<file path="config.mk">
export PLATFORM = sky130hd
export DESIGN_NAME = sram_packet_driver_flat
export DESIGN_NICKNAME = d
export VERILOG_FILES = /design/src/rtl/sram_packet_driver_pkg.sv /design/src/rtl/sram_packet_driver_if.sv /design/src/rtl/sram_packet_driver_serializer.sv /design/src/rtl/sram_packet_driver.sv /design/src/flat_wrapper.sv
export SDC_FILE = /design/constraint.sdc
export NUM_CORES = 1
export LEC_CHECK = 0
export CORE_MARGIN = 3
export CORE_UTILIZATION = 45
export CTS_BUF_LIST = sky130_fd_sc_hd__clkbuf_16
export DETAILED_ROUTE_END_ITERATION = 7
export PLACE_DENSITY = 0.73
export SYNTH_ARGS = -nofsm -noshare
export SYNTH_HDL_FRONTEND = slang
export SYNTH_SLANG_ARGS = --single-unit
</file>
<file path="constraint.sdc">
create_clock -name clk_in -period 2.3 [get_ports clk_in]
set_input_delay 0.23 -clock clk_in [delete_from_list [all_inputs] [get_ports clk_in]]
set_output_delay 0.23 -clock clk_in [all_outputs]
set_load 0.03 [all_outputs]
</file>
<file path="src/rtl/sram_packet_driver_pkg.sv">
// Shared definitions for the SRAM packet driver: packet field positions, idle packet, frame width, FSM states.
// Frame width grows by one parity bit when SRAM_PKT_PARITY_EN is defined.
package sram_pkt_pkg;

    localparam int ADDR0_MSB = 54;
    localparam int ADDR0_LSB = 47;
    localparam int WDATA_MSB = 46;
    localparam int WDATA_LSB = 15;
    localparam int WMASK_MSB = 14;
    localparam int WMASK_LSB = 11;
    localparam int WEB0_BIT  = 10;
    localparam int CSB0_BIT  = 9;
    localparam int ADDR1_MSB = 8;
    localparam int ADDR1_LSB = 1;
    localparam int CSB1_BIT  = 0;

    // Both ports deselected, port 0 in read mode, everything else zero.
    localparam logic [ADDR0_MSB:0] IDLE_PACKET =
        (55'd1 << WEB0_BIT) | (55'd1 << CSB0_BIT) | (55'd1 << CSB1_BIT);

`ifdef SRAM_PKT_PARITY_EN
    localparam int FRAME_W = ADDR0_MSB + 3;
`else
    localparam int FRAME_W = ADDR0_MSB + 2;
`endif
    localparam int PAY_LSB = FRAME_W - (ADDR0_MSB + 2);

    typedef enum logic [2:0] {
        IDLE   = 3'd0,
        SHIFT  = 3'd1,
        ISSUE  = 3'd2,
        WAIT   = 3'd3,
        UNLOAD = 3'd4
    } state_t;

endpackage

</file>
<file path="src/rtl/sram_packet_driver_if.sv">
// Pin-side bundle of the SRAM packet driver; slave is the driver, master is the host/SRAM side.
// parity_err exists only when SRAM_PKT_PARITY_EN is defined.
interface sram_packet_driver_if #(
    parameter int PACKET_W = 55,
    parameter int DATA_W   = 32
);
    logic                scan_en;
    logic                scan_in;
    logic                ready;
    logic                chip_select;
    logic [PACKET_W-1:0] packet;
    logic [DATA_W-1:0]   read_data;
    logic                scan_out;
    logic                scan_out_valid;
    logic                done;
`ifdef SRAM_PKT_PARITY_EN
    logic                parity_err;

    modport slave (
        input  scan_en, scan_in, read_data,
        output ready, chip_select, packet, scan_out, scan_out_valid, done, parity_err
    );
    modport master (
        output scan_en, scan_in, read_data,
        input  ready, chip_select, packet, scan_out, scan_out_valid, done, parity_err
    );
`else
    modport slave (
        input  scan_en, scan_in, read_data,
        output ready, chip_select, packet, scan_out, scan_out_valid, done
    );
    modport master (
        output scan_en, scan_in, read_data,
        input  ready, chip_select, packet, scan_out, scan_out_valid, done
    );
`endif
endinterface

</file>
<file path="src/rtl/sram_packet_driver_serializer.sv">
// Read-data unloader: loads one word and shifts it out MSB first, one bit per cycle, flagging each bit valid.
module sram_pkt_serializer #(
    parameter int DATA_W = 32
) (
    input  logic              clk_in,
    input  logic              rst_in,
    input  logic              i_load,
    input  logic [DATA_W-1:0] i_data,
    output logic              o_bit,
    output logic              o_valid,
    output logic              o_last
);
    localparam int CNT_W = $clog2(DATA_W);

    logic [DATA_W-1:0] r_sr;
    logic [CNT_W-1:0]  r_cnt;
    logic              r_valid;

    always_ff @(posedge clk_in) begin
        if (i_load) begin
            r_sr <= i_data;
        end else if (r_valid) begin
            r_sr <= {r_sr[DATA_W-2:0], 1'b0};
        end
    end

    always_ff @(posedge clk_in) begin
        if (rst_in) begin
            r_valid <= 1'b0;
            r_cnt   <= '0;
        end else if (i_load) begin
            r_valid <= 1'b1;
            r_cnt   <= '0;
        end else if (r_valid) begin
            if (o_last) begin
                r_valid <= 1'b0;
                r_cnt   <= '0;
            end else begin
                r_cnt <= r_cnt + 1'b1;
            end
        end
    end

    // Gate with valid so the unreset data register never leaks onto the pin.
    assign o_bit   = r_valid & r_sr[DATA_W-1];
    assign o_valid = r_valid;
    assign o_last  = r_valid && (r_cnt == CNT_W'(DATA_W - 1));

endmodule

</file>
<file path="src/rtl/sram_packet_driver.sv">
// Serial-to-packet front end for the testchip SRAM: shifts in a frame, issues it for one cycle, returns port-0 read data serially.
// Optional SRAM_PKT_PARITY_EN adds a trailing even-parity frame bit and a sticky parity_err output.
module sram_packet_driver
    import sram_pkt_pkg::*;
#(
    parameter int PACKET_W = 55,
    parameter int DATA_W   = 32,
    parameter int READ_LAT = 2
) (
    input  logic                 clk_in,
    input  logic                 rst_in,
    sram_packet_driver_if.slave  bus
);
    state_t              r_state;
    state_t              w_next;
    logic [FRAME_W-1:0]  r_frame;
    logic [5:0]          r_cnt;
    logic [2:0]          r_wcnt;
    logic [PACKET_W-1:0] r_packet;
    logic                r_cs;
    logic                r_done;
    logic                w_ready;
    logic                w_accept;
    logic                w_full;
    logic                w_par_ok;
    logic                w_p0_read;
    logic                w_load;
    logic                w_sbit;
    logic                w_svalid;
    logic                w_last;

    assign w_full    = (r_cnt == 6'(FRAME_W));
    assign w_ready   = (r_state == IDLE) || ((r_state == SHIFT) && !w_full);
    assign w_accept  = w_ready && bus.scan_en;
    assign w_p0_read = !r_packet[CSB0_BIT] && r_packet[WEB0_BIT];
    assign w_load    = (r_state == WAIT) && (r_wcnt == 3'(READ_LAT));

`ifdef SRAM_PKT_PARITY_EN
    logic r_perr;
    assign w_par_ok = ~^r_frame;

    always_ff @(posedge clk_in) begin
        if (rst_in) begin
            r_perr <= 1'b0;
        end else if ((r_state == SHIFT) && w_full && !w_par_ok) begin
            r_perr <= 1'b1;
        end
    end
    assign bus.parity_err = r_perr;
`else
    assign w_par_ok = 1'b1;
`endif

    always_ff @(posedge clk_in) begin
        if (rst_in) begin
            r_state <= IDLE;
        end else begin
            r_state <= w_next;
        end
    end

    always_comb begin
        w_next = r_state;
        unique case (r_state)
            IDLE:    if (w_accept) w_next = SHIFT;
            SHIFT:   if (w_full)   w_next = w_par_ok ? ISSUE : IDLE;
            ISSUE:   w_next = w_p0_read ? WAIT : IDLE;
            WAIT:    if (w_load)   w_next = UNLOAD;
            UNLOAD:  if (w_last)   w_next = IDLE;
            default: w_next = IDLE;
        endcase
    end

    always_ff @(posedge clk_in) begin
        if (w_accept) begin
            r_frame <= {r_frame[FRAME_W-2:0], bus.scan_in};
        end
    end

    always_ff @(posedge clk_in) begin
        if (rst_in) begin
            r_cnt    <= '0;
            r_wcnt   <= '0;
            r_packet <= IDLE_PACKET;
            r_cs     <= 1'b0;
            r_done   <= 1'b0;
        end else begin
            // Packet defaults back to idle, so a loaded frame is visible for exactly the ISSUE cycle.
            r_packet <= IDLE_PACKET;
            r_done   <= (w_next == IDLE) && (r_state != IDLE);
            if (w_next == IDLE) begin
                r_cnt <= '0;
            end else if (w_accept) begin
                r_cnt <= r_cnt + 6'd1;
            end
            if ((r_state == SHIFT) && w_full && w_par_ok) begin
                r_packet <= r_frame[PAY_LSB +: PACKET_W];
                r_cs     <= r_frame[FRAME_W-1];
            end
            // The ISSUE cycle counts as latency cycle 0.
            if (r_state == ISSUE) begin
                r_wcnt <= 3'd1;
            end else if ((r_state == WAIT) && !w_load) begin
                r_wcnt <= r_wcnt + 3'd1;
            end
        end
    end

    sram_pkt_serializer #(.DATA_W(DATA_W)) u_ser (
        .clk_in  (clk_in),
        .rst_in  (rst_in),
        .i_load  (w_load),
        .i_data  (bus.read_data),
        .o_bit   (w_sbit),
        .o_valid (w_svalid),
        .o_last  (w_last)
    );

    assign bus.ready          = w_ready;
    assign bus.chip_select    = r_cs;
    assign bus.packet         = r_packet;
    assign bus.scan_out       = w_sbit;
    assign bus.scan_out_valid = w_svalid;
    assign bus.done           = r_done;

endmodule

</file>
<file path="src/flat_wrapper.sv">
// flat-port wrapper written by rule: the top's interface ports become plain ports
module sram_packet_driver_flat import sram_pkt_pkg::*;
#(
    parameter int PACKET_W = 55,
    parameter int DATA_W   = 32,
    parameter int READ_LAT = 2
)
  (clk_in, rst_in, bus_scan_en, bus_scan_in, bus_read_data, bus_ready, bus_chip_select, bus_packet, bus_scan_out, bus_scan_out_valid, bus_done);
  sram_packet_driver_if #(.PACKET_W(PACKET_W), .DATA_W(DATA_W)) bus_i ();
  input  logic clk_in;
  input  logic rst_in;
  input wire logic [$bits(bus_i.scan_en)-1:0] bus_scan_en;
  input wire logic [$bits(bus_i.scan_in)-1:0] bus_scan_in;
  input wire logic [$bits(bus_i.read_data)-1:0] bus_read_data;
  output wire logic [$bits(bus_i.ready)-1:0] bus_ready;
  output wire logic [$bits(bus_i.chip_select)-1:0] bus_chip_select;
  output wire logic [$bits(bus_i.packet)-1:0] bus_packet;
  output wire logic [$bits(bus_i.scan_out)-1:0] bus_scan_out;
  output wire logic [$bits(bus_i.scan_out_valid)-1:0] bus_scan_out_valid;
  output wire logic [$bits(bus_i.done)-1:0] bus_done;
  assign bus_i.scan_en = bus_scan_en;
  assign bus_i.scan_in = bus_scan_in;
  assign bus_i.read_data = bus_read_data;
  assign bus_ready = bus_i.ready;
  assign bus_chip_select = bus_i.chip_select;
  assign bus_packet = bus_i.packet;
  assign bus_scan_out = bus_i.scan_out;
  assign bus_scan_out_valid = bus_i.scan_out_valid;
  assign bus_done = bus_i.done;
  sram_packet_driver #(.PACKET_W(PACKET_W), .DATA_W(DATA_W), .READ_LAT(READ_LAT)) u_core (.clk_in(clk_in), .rst_in(rst_in), .bus(bus_i));
endmodule
</file>
---- Yosys cells after proc, flatten, opt, wreduce, memory -nomap -nowiden ----
Cells that the tools add are included.
cells by class
  add/sub/neg operators ................... 3
  eq/ne operators ......................... 7
  muxes and demuxes ....................... 14
  bitwise logic cells ..................... 2
  reductions and logical operators ........ 21
operators with widths
  cell                                                              count
  32-bit 2-to-1 mux                                                 2
  3-bit case mux with 5 select lines                                1
  3-bit 2-to-1 mux                                                  4
  3-bit by 2-bit == test with 1-bit output (second input constant)  3
  1-bit logical AND                                                 8
  2-bit OR reduction                                                4
  6-bit by 1-bit adder with 6-bit output (second input constant)    1
  6-bit == test (second input constant)                             1
  3-bit zero test                                                   2
  5-bit by 1-bit adder with 5-bit output (second input constant)    1
  5-bit == test (second input constant)                             1
  1-bit 2-to-1 mux                                                  5
  5-bit 2-to-1 mux                                                  1
  2-bit nonzero test                                                2
  3-bit by 1-bit adder with 3-bit output (second input constant)    1
  3-bit by 1-bit == test with 1-bit output (second input constant)  1
  3-bit == test (second input constant)                             1
  1-bit zero test                                                   3
  3-bit nonzero test                                                1
  2-bit 2-to-1 mux                                                  1
  1-bit AND                                                         1
  1-bit logical OR                                                  1
  1-bit inverter                                                    1
word-level totals
  register bits ........................... 163
  input port bits ......................... 36
  output and inout bits ................... 60
  logic and storage cells ................. 58

---- Depth between registers and ports, before layout ----
Gate-level depths: netlist of the first run.
  depth in word-level cells ............... 9
  depth in mapped cells ................... 7
  mapped depth without buffers ............ 7

---- Modules after synthesis ----
From an unflattened synthesis of the first run, not the netlist that was laid out.
second synthesis, totals
  cell total of the unflattened synthesis .. 372
  area, all modules ....................... 5691.7 um^2
modules (own cells, without submodules)
  module               times used  cells an instance  area each (um^2)  sequential area each (um^2)
  sram_packet_driver   1           273                4038.9            3062.9
  sram_pkt_serializer  1           99                 1652.8            1081.0

---- Least setup slack after synthesis of the first run ----
Ideal clock, no wire load.
  kind .................................... register -> register
  start ................................... register u_core.r_cnt[0]
  end ..................................... register u_core.r_frame[0], enable pin
  setup time .............................. 410 ps
  data arrival time ....................... 2011 ps
  required time ........................... 1890 ps
  setup slack ............................. -121 ps
  stages on the path, launching flop included .. 6
  path buffers ............................ 0
  period minus slack after synthesis ...... 2421 ps
  cell sequence ........................... dfxtp_1 -> inv_1 -> ha_1 -> nand3b_4 -> o211ai_1 -> inv_1
on the way
  longest elaborated chain between the ends .. 5
RTL lines
  element                   RTL line                  source
  start: declaration        sram_packet_driver.sv:17  logic [5:0] r_cnt;
  start signal: assignment  sram_packet_driver.sv:94  r_cnt <= r_cnt + 6'd1;
  6-bit == test             sram_packet_driver.sv:32  assign w_full = (r_cnt == 6'(FRAME_W));
  1-bit zero test           sram_packet_driver.sv:33  assign w_ready = (r_state == IDLE) || ((r_state == SHIFT) && !w_full);
  1-bit logical AND         sram_packet_driver.sv:33
  1-bit logical OR          sram_packet_driver.sv:33
  1-bit logical AND         sram_packet_driver.sv:34  assign w_accept = w_ready && bus.scan_en;
  via u_core.w_accept       sram_packet_driver.sv:23  logic w_accept;
  end signal: assignment    sram_packet_driver.sv:76  r_frame <= {r_frame[FRAME_W-2:0], bus.scan_in};
  end: declaration          sram_packet_driver.sv:16  logic [FRAME_W-1:0] r_frame;
The timed path passes the listed nets, and every way through them passes these cells.
A chain may end at the register's enable or synchronous reset.

---- Worst setup path in the final report of the first run ----
  start ................................... register u_core.r_cnt[0]
  end ..................................... output port bus_ready
on the way
  longest elaborated chain between the ends .. 4
RTL lines
  element            RTL line                  source
  6-bit == test      sram_packet_driver.sv:32
  1-bit zero test    sram_packet_driver.sv:33
  1-bit logical AND  sram_packet_driver.sv:33
  1-bit logical OR   sram_packet_driver.sv:33
  end: declaration   flat_wrapper.sv:15        output wire logic [$bits(bus_i.ready)-1:0] bus_ready;
No other way between the ends.

==> impl_metrics.csv, run 1 <==
group,metric,value,unit
die,ios,96,
die,core-area,12100,sq um
sta,fin_crit_sh,89.8,%
synth,syn_area_per_cell,15.3,sq um
clock_network,postCtsSetupBuffers,0,
clock_network,htreeDepth,4,
cells_and_area,drive_gt1_share,16.1,%
synth,synthesis.nets,406,
sta,skew,0.00966,ns
cells_and_area,final_util,60.7,%
critical_path,crit_fanout,3,
die,die_w,117,um
flow_run,maxCapViolCount,0,
synth,yosysWarnings,0,
hold_path,hold_class,"input port to flop",
global_route,grt_overflow,0,
die,dieArea,13800,sq um
synth,synth-edff-count,88,
synth,seq_area_frac_synth,74.3,%
clock_network,root_buffer,"clkbuf_16",
sta,period_needed,2.07,ns
drt,ant_nets,0,
placed_design,dp.cells,620,
cells_and_area,mostFrequentLayoutCells,"clkdlybuf4s50_1, edfxtp_1, dfxtp_1, and3_1, mux2_2",
cells_and_area,nets,513,
sta,worstMarginPinSlew,0.461,ns
drt,detail_route.drc_violations,0,
die,start_util,46.2,%
critical_path,cp.arrival,1.84,ns
die,floorplan.rows,40,
global_route,grt_util_all_layers,15.6,%
pwr,ir_drop,0.483,mV
sta,slew_headroom,69.2,%
drt,drt_iter0_drc,210,
sta,fmax,484,MHz
global_route,grt_pass1_wl,17100,um
sta,rsz0062_at_grt,"no",
cells_and_area,fin_cells,652,
drt,wl_per_cell,15.4,um
synth,ys_types,42,
critical_path,crit_type,"flop to output port",
sta,timing.hold.ws,0.397,ns
critical_path,critPathCaptureType,"output port",
placed_design,place_area,6770,sq um
global_route,antenna_found_initial,0,
cells_and_area,synthToLayoutAreaGrowth,31.3,%
die,die_h,117,um
synth,syn_inst,364,
placed_design,place_congestion,0.811,
clock_network,path_clk_slew,0.06,ns
clock_network,cts_inserted_buffers,17,
clock_network,cts.path.max_buffers,2,
synth,synth_top_flop_cell,"edfxtp_1",
global_route,grt_pass1_vias,3331,
drt,drt_first_pass_iters,5,
placed_design,dp_hpwl,6340,um
placed_design,portBuffers,95,
run_status,outcome,"finished, final reports clean",
clock_network,cts_tree,"yes",
synth,ys_ff_latch,163,
clock_network,cts_sinks,163,
synth,netlist.area_leader.share,47.4,%
critical_path,start_kind,"flop",
critical_path,required,2.07,ns
drt,vias_per_cell,4.91,
drt,vias,3201,
synth,synth_top_area_cell,"edfxtp_1",
cells_and_area,final_common_cell,"clkdlybuf4s50_1",
synth,netlist_top_cells_area,"edfxtp_1, dfxtp_1, and3_1",
cells_and_area,design_area,7320,sq um
sta,drv_slew,0,
cells_and_area,diodes,0,
pwr,power.leakage,2.79,nW
pwr,power_density,805,nW/um^2
sta,hold_viol_final,0,
sta,finalSetupViolCount,0,
global_route,grt_start_max_net_pins,57,
synth,syn_area,5580,sq um
drt,drt_wl_total,10100,um
sta,fin_tns_setup,0,ns
clock_network,worstSkewPairLatency,0.41,ns
synth,synthArstFlopShare,0,%
## what timing repair did
action,4_1_cts,5_1_grt
endpoints found under the setup margin,1,0
gates resized for setup,1,0
hold buffers,0,0
endpoints found under the hold margin,0,0
## area by class of cell
type,count,area [sq um]
Clock inverter,15,130
Timing Repair Buffer,102,1030
Fill cell,915,4740
Sequential cell,163,4150
Multi-Input combinational cell,178,1350
Inverter,9,37.5
Clock buffer,17,425
Tap cell,168,210
## flip-flops by register name, summed over array words and instances (netlist names)
name                    count
u_core.bus.chip_select      1
u_core.u_ser.o_valid        1
u_core.u_ser.r_cnt          5
u_core.r_state              3
u_core.bus.packet          55
u_core.r_cnt                6
u_core.r_frame             56
u_core.u_ser.r_sr          32
u_core.bus.done             1
u_core.r_wcnt               3
## cells by family (layout without fill, tap and decap cells)
kind of cell,Yosys count,count (layout),synth area share [%]
AO/OA/AOI/OAI,20,20,2.85
XOR/XNOR,6,6,0.943
adder cells (fa/ha/maj),6,6,1.35
buffers and inverters,23,143,1.77
flip-flops,163,163,74.3
multiplexers,32,32,6.44
AND/OR/NAND/NOR,114,114,12.3
## report_power, final
group          total, mW  leakage [nW]  switching, mW  internal [mW]
Combinational      0.140          1.08         0.0638         0.0761
Sequential          3.15          1.42         0.0289           3.12
Clock               2.61         0.283           1.04           1.57
## worst max-delay path, stage by stage, from the launching register on
cell	delay, ns
dfxtp_1	0.37
inv_2	0.07
ha_4	0.17
and3b_2	0.23
a21oi_1	0.18
dlygate4sd2_1	0.42
## path summary, 6_finish.rpt
kind                         to  slack (ns)  cells after the start             startpoint
max reg2reg     u_core.r_cnt[4]        0.38                      7  u_core.u_ser.r_cnt[0]
min           u_core.r_frame[0]        0.40                      1            bus_scan_in
min reg2reg  u_core.r_frame[39]        0.44                      0     u_core.r_frame[38]
max                   bus_ready        0.23                      5        u_core.r_cnt[0]
## cells in the mapped netlist (2+ instances only)
cell,number
nor3b_1,3
and3b_2,2
nand4_1,3
dfxtp_1,75
nor3_1,7
nand2_1,7
and3_1,56
mux2_2,30
inv_1,9
and2_1,3
ha_1,6
xor2_1,3
or3_1,3
clkbuf_1,10
o211ai_1,2
a21oi_1,6
buf_4,3
xnor2_1,3
nor2_1,16
o21ai_0,3
nand2b_1,2
nand3_1,5
edfxtp_1,88
## layer usage
layer | GRT usage (%) | up-vias | part of all wire, %
li1 | - | 1547 | -
met1 | 20.6 | 1545 | 47
met2 | 23.1 | 99 | 45
met3 | 6.36 | 10 | 6.8
met4 | 5.72 | 0 | 1.1
met5 | 0 | - | 0
## stage by stage
step                      power (mW)  worst slack, ns
after floorplan                 3.25          0.00131
after global placement          3.34            0.405
after detailed placement        3.35            0.373
after CTS                       5.98            0.211
after global routing            6.13            0.162
final                           5.90            0.235
(Power assumes the default switching activity.)
==> inputs of run 2 (changes only) <==
--- a/config.mk
+++ b/config.mk
@@ -9,7 +9,7 @@
 export CORE_UTILIZATION = 45
 export CTS_BUF_LIST = sky130_fd_sc_hd__clkbuf_16
 export DETAILED_ROUTE_END_ITERATION = 7
-export PLACE_DENSITY = 0.73
+export PLACE_DENSITY = 0.72
 export SYNTH_ARGS = -nofsm -noshare
 export SYNTH_HDL_FRONTEND = slang
 export SYNTH_SLANG_ARGS = --single-unit
==> run 2 against run 1 <==
Via count up 0.19%. Critical path depth unchanged. Die area unchanged. Critical path type unchanged.
==> impl_metrics.csv, run 2 (same netlist as run 1, synthesis figures left out) <==
group,metric,value,unit
critical_path,start_kind,"flop",
critical_path,critPathCaptureType,"output port",
critical_path,required,2.07,ns
clock_network,cts_inserted_buffers,17,
drt,drt_iter0_drc,147,
sta,skew,0.00991,ns
critical_path,crit_fanout,3,
drt,ant_nets,0,
cells_and_area,mostFrequentLayoutCells,"clkdlybuf4s50_1, edfxtp_1, dfxtp_1, and3_1, mux2_2",
placed_design,dp_hpwl,6360,um
drt,wl_per_cell,15.4,um
clock_network,path_clk_slew,0.06,ns
global_route,use_met3,5.93,%
sta,slew_headroom,53.4,%
global_route,grt_util_met2,22.2,%
clock_network,worstSkewPairLatency,0.42,ns
clock_network,cts_sinks,163,
cells_and_area,final_util,60.7,%
global_route,grt_pass1_vias,3296,
run_status,outcome,"finished, final reports clean",
global_route,antenna_found_initial,0,
pwr,pwr-share-clk,44.1,%
die,die_h,117,um
global_route,globalRoute.busiestLayer,"met2",
global_route,grt_start_max_net_pins,57,
pwr,switching_share,20.2,%
sta,hold_viol_final,0,
cells_and_area,final_common_cell,"clkdlybuf4s50_1",
critical_path,r2r_slack,0.33,ns
die,floorplan.rows,40,
pwr,power.internal,4.69,mW
global_route,grt_pass1_wl,16500,um
pwr,power.leakage,2.78,nW
cells_and_area,diodes,0,
die,die_w,117,um
sta,finalSetupViolCount,0,
placed_design,portBuffers,95,
die,dieArea,13800,sq um
cells_and_area,largest-register,"u_core.r_frame",
critical_path,crit_type,"flop to output port",
drt,drt_first_pass_iters,4,
drt,drt_wl_total,10100,um
sta,fmax,481,MHz
cells_and_area,synthToLayoutAreaGrowth,31.3,%
pwr,p_sw,1.18,mW
drt,detail_route.drc_violations,0,
sta,fin_crit_sh,90.3,%
sta,timing.hold.ws,0.384,ns
drt,vias_per_cell,4.91,
clock_network,cts_hold_buf,0,
sta,rsz0062_at_grt,"no",
die,ios,96,
sta,period_needed,2.08,ns
clock_network,cts_tree,"yes",
die,core-area,12100,sq um
critical_path,cp.arrival,1.85,ns
pwr,ir_drop,0.545,mV
global_route,met1_usage,20.4,%
sta,fin_tns_setup,0,ns
pwr,power_density,802,nW/um^2
cells_and_area,drive_gt1_share,17.1,%
placed_design,place_congestion,0.844,
cells_and_area,largest_reg_flops,56,
die,start_util,46.2,%
global_route,grt_overflow,0,
sta,worstMarginPinSlew,0.699,ns
pwr,seqPwrFrac,53.6,%
flow_run,maxCapViolCount,0,
clock_network,cts.path.max_buffers,2,
clock_network,root_buffer,"clkbuf_16",
hold_path,hold_class,"input port to flop",
pwr,p_comb_share,2.3,%
drt,vias,3207,
cells_and_area,nets,514,
clock_network,htreeDepth,4,
sta,drv_slew,0,
global_route,grt_util_all_layers,15.2,%
==> run 2: path summary, 6_finish.rpt <==
kind | startpoint | endpoint | depth (start not counted)
worst max-delay path | u_core.r_cnt[0] | bus_ready | 5
worst min-delay path | bus_scan_in | u_core.r_frame[0] | 1
worst max register to register | u_core.r_cnt[0] | u_core.r_frame[55] | 6
worst min register to register | u_core.r_frame[41] | u_core.r_frame[42] | 0
==> run 2: timing repair <==
action | CTS | global route
endpoints found under the setup margin | 1 | 0
buffers inserted | 0 | 0
hold endpoints to repair | 0 | 0
resized for setup | 1 | 0
==> run 2: area by class of cell <==
| type | count | area [sq um] |
|---|---|---|
| clock inverter | 13 | 82.6 |
| multi-input combinational | 178 | 1350 |
| timing repair buffer | 103 | 1020 |
| inverter | 9 | 37.5 |
| tap | 168 | 210 |
| fill | 953 | 4740 |
| sequential | 163 | 4150 |
| clock buffer | 19 | 475 |
==> run 2: through the flow <==
stage / cells / power, mW / setup slack (ns) / instance area [sq um]
floorplan: 364 / 3.25 / 0.00131 / 5590
global placement: 621 / 3.34 / 0.262 / 6760
detailed placement: 621 / 3.34 / 0.208 / 6760
CTS: 653 / 5.94 / 0.190 / 7320
global route: 653 / 6.09 / 0.116 / 7320
finish: 653 / 5.87 / 0.223 / 7320
==> run 2: power by group through the flow <==
| stage | Combinational, mW | Sequential (mW) | Clock, mW |
|---|---|---|---|
| global placement | 0.134 | 3.20 | 0 |
| floorplan | 0.0543 | 3.20 | 0 |
| detailed placement | 0.136 | 3.21 | 0 |
| global route | 0.149 | 3.15 | 2.79 |
| CTS | 0.137 | 3.15 | 2.66 |
| finish | 0.135 | 3.15 | 2.59 |
==> run 2: metal layers <==
| metal | wire length, um | vias up |
|---|---|---|
| met3 | 677 | 13 |
| li1 | - | 1544 |
| met4 | 157 | 0 |
| met1 | 4710 | 1554 |
| met5 | 0 | - |
| met2 | 4550 | 96 |
==> run 2: worst max-delay path, cell delays in order, from the launching register on <==
cell and delay [ns]:
dfxtp_1 0.37, inv_2 0.07, ha_4 0.17, and3b_2 0.23, a21oi_1 0.17, dlygate4sd2_1 0.42
==> inputs of run 3 (changes only) <==
--- a/config.mk
+++ b/config.mk
@@ -10,6 +10,7 @@
 export CTS_BUF_LIST = sky130_fd_sc_hd__clkbuf_16
 export DETAILED_ROUTE_END_ITERATION = 7
 export PLACE_DENSITY = 0.72
+export SKIP_LAST_GASP = 1
 export SYNTH_ARGS = -nofsm -noshare
 export SYNTH_HDL_FRONTEND = slang
 export SYNTH_SLANG_ARGS = --single-unit
==> results of run 3 <==
Same layout as run 2: the final DEF is identical, and so are final timing and power.
==> RTL change 1, RTL diff (config.mk and constraints of run 3) <==
`DATA_W` is set to 32 in 4 places; all go to 16.
--- a/src/rtl/sram_packet_driver_if.sv
+++ b/src/rtl/sram_packet_driver_if.sv
@@ -2,7 +2,7 @@
 // parity_err exists only when SRAM_PKT_PARITY_EN is defined.
 interface sram_packet_driver_if #(
     parameter int PACKET_W = 55,
-    parameter int DATA_W   = 32
+    parameter int DATA_W   = 16
 );
     logic                scan_en;
     logic                scan_in;
--- a/src/rtl/sram_packet_driver_serializer.sv
+++ b/src/rtl/sram_packet_driver_serializer.sv
@@ -1,6 +1,6 @@
 // Read-data unloader: loads one word and shifts it out MSB first, one bit per cycle, flagging each bit valid.
 module sram_pkt_serializer #(
-    parameter int DATA_W = 32
+    parameter int DATA_W = 16
 ) (
     input  logic              clk_in,
     input  logic              rst_in,
--- a/src/rtl/sram_packet_driver.sv
+++ b/src/rtl/sram_packet_driver.sv
@@ -4,7 +4,7 @@
     import sram_pkt_pkg::*;
 #(
     parameter int PACKET_W = 55,
-    parameter int DATA_W   = 32,
+    parameter int DATA_W   = 16,
     parameter int READ_LAT = 2
 ) (
     input  logic                 clk_in,
--- a/src/flat_wrapper.sv
+++ b/src/flat_wrapper.sv
@@ -2,7 +2,7 @@
 module sram_packet_driver_flat import sram_pkt_pkg::*;
 #(
     parameter int PACKET_W = 55,
-    parameter int DATA_W   = 32,
+    parameter int DATA_W   = 16,
     parameter int READ_LAT = 2
 )
   (clk_in, rst_in, bus_scan_en, bus_scan_in, bus_read_data, bus_ready, bus_chip_select, bus_packet, bus_scan_out, bus_scan_out_valid, bus_done);
Interface: changed (resized bus_read_data); port bits go from 96 to 80. No check against the original RTL was run, so the function may have changed too.
==> RTL change 1 against run 3 <==
Hold slack improved by 8.0 ps. Sequential power fell by 11%. Total power fell by 4.0%. Clock skew fell by 2.2 ps. Final cell count fell by 14%. Combinational power fell by 36%. Setup slack got worse by 69 ps. Via count fell by 17%. Cell area fell by 13%. Sequential cell count fell by 17. Area after synthesis fell by 13%. Wire length fell by 19%. Critical path type is now flip-flop to flip-flop. Largest cell class unchanged.
==> RTL change 1: results (changes against run 3) <==
* Sequential Power Share at 0.499 (-0.037)
* Multiplexer share of the synthesized area at 0.0390 (-0.0254)
* Dpl hpwl at 5070 um (-20%)
* CTS buffer count at 17 (unchanged)
* Maximum net fanout on the critical path at 10 (+7)
* Syn Nets at 346 (-15%)
* RR Startpoint: u_core.r_wcnt[0]$_SDFFE_PP0P_
* Static Leakage at 2.31 nW (-17%)
* Fin Hold WS at 392 ps (+7.99 ps)
* Initial DRC count at 142 (-3.4%)
* Logic pwr share at 0.015 (-0.008)
* R2R Path End: u_core.u_ser.r_sr[4]$_DFFE_PP_
* Top cell types by occurrence after synthesis: dfxtp_1, edfxtp_1, and2_1
* Post-synthesis adder-cell area fraction at 0.0129 (-0.000535)
* Worst-case clock buffer depth at 2 (unchanged)
* Worst slack at placement at 211 ps (+2.77 ps)
* Synth top area share at 0.447 (-0.0271)
* Dpl cell area at 5770 sq um (-15%)
* Status: completed
* Sw Share at 0.200 (-0.00170)
* Vias per cell at 4.76 (-3.0%)
* Async SR Flop Fraction at 0 (unchanged)
* Final Skew at 7.74 ps (-2.17 ps)
* Mapped Cells at 321 (-12%)
* First-pass GRT wire length at 12900 um (-22%)
* Port bufs at 79 (-17%)
* Crit path kind: flip-flop to flip-flop
* Post-synthesis compound-gate area fraction at 0.0243 (-0.00419)
* Seq/Total Area, Yosys at 0.753 (+0.00974)
* Inst Count DP at 529 (-15%)
* Gr usage total at 0.144 (-0.00751)
* Final WL at 8200 um (-19%)
* Number of global-route vias before repair at 2650 (-20%)
* Synth warn at 0 (unchanged)
* Sw power at 1.13 mW (-4.8%)
* Post-DR wirelength/cell at 14.6 um (-5.4%)
* Synth unique cells at 36 (-14%)
* Worst skew pair latency at 400 ps (-20 ps)
* Synth area leaders: edfxtp_1, dfxtp_1, and2_1
* Post-synth EDFFs at 72 (-18%)
* VDD IR max at 0.000566 V (+3.9%)
* Die area at 12000 sq um (-13%)
* Setup ws final at 153 ps (-69.4 ps)
* Final nets at 437 (-15%)
* Worst path arrival time at 2290 ps (+440 ps)
* XOR/XNOR share of the synthesized area at 0.00905 (-0.000375)
* Layout cells sized above 1 at 0.151 (-0.0205)
[RTL change 1: worst max-delay path, cell delays in order (launching register included)]
cell and delay [ps]:
dfxtp_1 320, inv_1 100, ha_1 190, nor2b_1 290, and3_1 410, buf_4 240
mux2_2 350
[RTL change 1: metal layers]
| layer | wire length [um] | share of wire | global-route usage | up-vias |
|---|---|---|---|---|
| met1 | 3740 | 0.46 | 0.183 | 1297 |
| met3 | 331 | 0.040 | 0.0505 | 8 |
| met2 | 4050 | 0.49 | 0.226 | 67 |
| met5 | 0 | 0 | 0 | - |
| li1 | - | - | - | 1301 |
| met4 | 72 | 0.0088 | 0.0588 | 0 |
[RTL change 1: layout make-up]
class	instances	area (sq um)
clock buffers	18	450
repair buffers	84	840
inverters	6	26.3
flip-flops and latches	146	3650
multi-input cells	157	1090
clock inverters	14	151
well taps	136	170
fillers	835	4000
[RTL change 1: timing repair]
item / 4_1_cts / 5_1_grt
resized for setup: 1 / 0
buffers inserted: 0 / 0
setup endpoints to repair: 1 / 0
==> RTL change 2, RTL diff (config.mk and constraints of run 3) <==
Without the edit above. Re-encode `state_t` (5 states) as one-hot, 5 bits wide.
--- a/src/rtl/sram_packet_driver_pkg.sv
+++ b/src/rtl/sram_packet_driver_pkg.sv
@@ -25,12 +25,12 @@
 `endif
     localparam int PAY_LSB = FRAME_W - (ADDR0_MSB + 2);
 
-    typedef enum logic [2:0] {
-        IDLE   = 3'd0,
-        SHIFT  = 3'd1,
-        ISSUE  = 3'd2,
-        WAIT   = 3'd3,
-        UNLOAD = 3'd4
+    typedef enum logic [4:0] {
+        IDLE   = 5'b00001,
+        SHIFT  = 5'b00010,
+        ISSUE  = 5'b00100,
+        WAIT   = 5'b01000,
+        UNLOAD = 5'b10000
     } state_t;
 
 endpackage
Formal check against the unedited RTL: same outputs for any inputs over 10 cycles, from zero or initial values and one cycle with rst_in high; not proved beyond that.
==> RTL change 2 against run 3 <==
Cell area up 3.0%. Total power up 2.2%. Setup slack worse by 64 ps. Area after synthesis up 4.1%. Hold slack worse by 22 ps. Critical path depth down 1. Sequential cell count up 2. Critical endpoint unchanged. Sequential power up 4%. Clock power down 5%. Wire length up 4.7%. Largest cell class unchanged.
==> RTL change 2: results (changes against run 3) <==
* Status: completed
* RePlAce Congestion at 0.815 (-3.4%)
* Synth unique cells at 53 (+26%)
* VDD IR max at 0.000656 V (+20%)
* Worst path arrival time at 1910 ps (+60 ps)
* Slowest stage cell, crit path: dfxtp_1
* Dpl hpwl at 6910 um (+8.7%)
* Layout cells sized above 1 at 0.0945 (-0.0766)
* Post-DR wirelength/cell at 15.6 um (+1.1%)
* Number of global-route vias before repair at 3384 (+2.7%)
* Rel. slew slack at 0.693 (+0.159)
* Final nets at 537 (+4.5%)
* Async SR Flop Fraction at 0 (unchanged)
* Vias per cell at 4.93 (+0.39%)
* Routed vias at 3333 (+3.9%)
* Final Skew at 11.4 ps (+1.48 ps)
* Mapped Cells at 384 (+5.5%)
* Initial DRC count at 220 (+50%)
* Inst Count DP at 644 (+3.7%)
* Largest net degree at the start of global routing at 38 (-33%)
* Post-CTS sizing at 3 (+2)
* Static Leakage at 2.66 nW (-4.4%)
* Antenna Cells at 0 (unchanged)
* Filler instances at 973 (+2.1%)
* First-pass GRT wire length at 17200 um (+4.2%)
* Register with the most flip-flops: u_core.r_frame
* Seq/Total Area, Yosys at 0.721 (-0.0226)
* Gr usage total at 0.155 (+0.00305)
* Worst skew pair latency at 420 ps (about the same)
* Dpl cell area at 7010 sq um (+3.7%)
* Syn Nets at 426 (+4.9%)
* Synth area leaders: edfxtp_1, dfxtp_1, and2_1
* Crit-path leading delay family: flip-flops
* Worst slack at placement at 249 ps (+41.0 ps)
* Maximum net fanout on the critical path at 7 (+4)
* Top cell types by occurrence after synthesis: edfxtp_1, dfxtp_1, and2_1
-- RTL change 2: area by class of cell --
class	instances	area [sq um]	area share
Clock buffer	18	450	0.0598
Clock inverter	14	73.8	0.00980
Inverter	9	33.8	0.00448
Multi-Input combinational cell	198	1510	0.201
Sequential cell	165	4190	0.556
Tap cell	168	210	0.0279
Timing Repair Buffer	104	1070	0.142
-- RTL change 2: worst paths after layout --
kind                           startpoint                        endpoint  depth (start not counted)  slack (ps)
max          u_core.r_cnt[3]$_SDFFE_PP0P_                       bus_ready                          4         160
max reg2reg  u_core.r_state[4]$_SDFF_PP0_  u_core.u_ser.r_sr[5]$_DFFE_PP_                          5         250
min reg2reg  u_core.r_frame[47]$_DFFE_PP_    u_core.r_frame[48]$_DFFE_PP_                          0         440
min                           bus_scan_in     u_core.r_frame[0]$_DFFE_PP_                          1         360
-- RTL change 2: metal layers --
layer / wire (um) / track usage
met1: 4720 / 0.195
met2: 4710 / 0.228
met3: 959 / 0.0773
met4: 168 / 0.0623
met5: 0 / 0
-- RTL change 2: cell families after synthesis --
family          after synthesis  share of synthesized area
mux                          33                     0.0636
simple gates                117                      0.128
xor+xnor                      1                    0.00151
compound gates               41                     0.0547
buf+inv                      21                     0.0192
fa+ha+maj                     6                     0.0129
flops                       165                      0.721
-- RTL change 2: power by group --
part | switching [mW] | internal (mW) | total [mW]
logic | 0.128 | 0.112 | 0.240
clock network | 1.06 | 1.41 | 2.47
registers | 0.0583 | 3.23 | 3.29
total | 1.25 | 4.75 | 6.00
-- RTL change 2: stage by stage --
stage / total power, mW / hold WS [ps]
finish: 6.00 / 362
global route: 6.24 / 356
CTS: 6.09 / 344
detailed placement: 3.59 / 423
global placement: 3.58 / 422
floorplan: 3.44 / 329
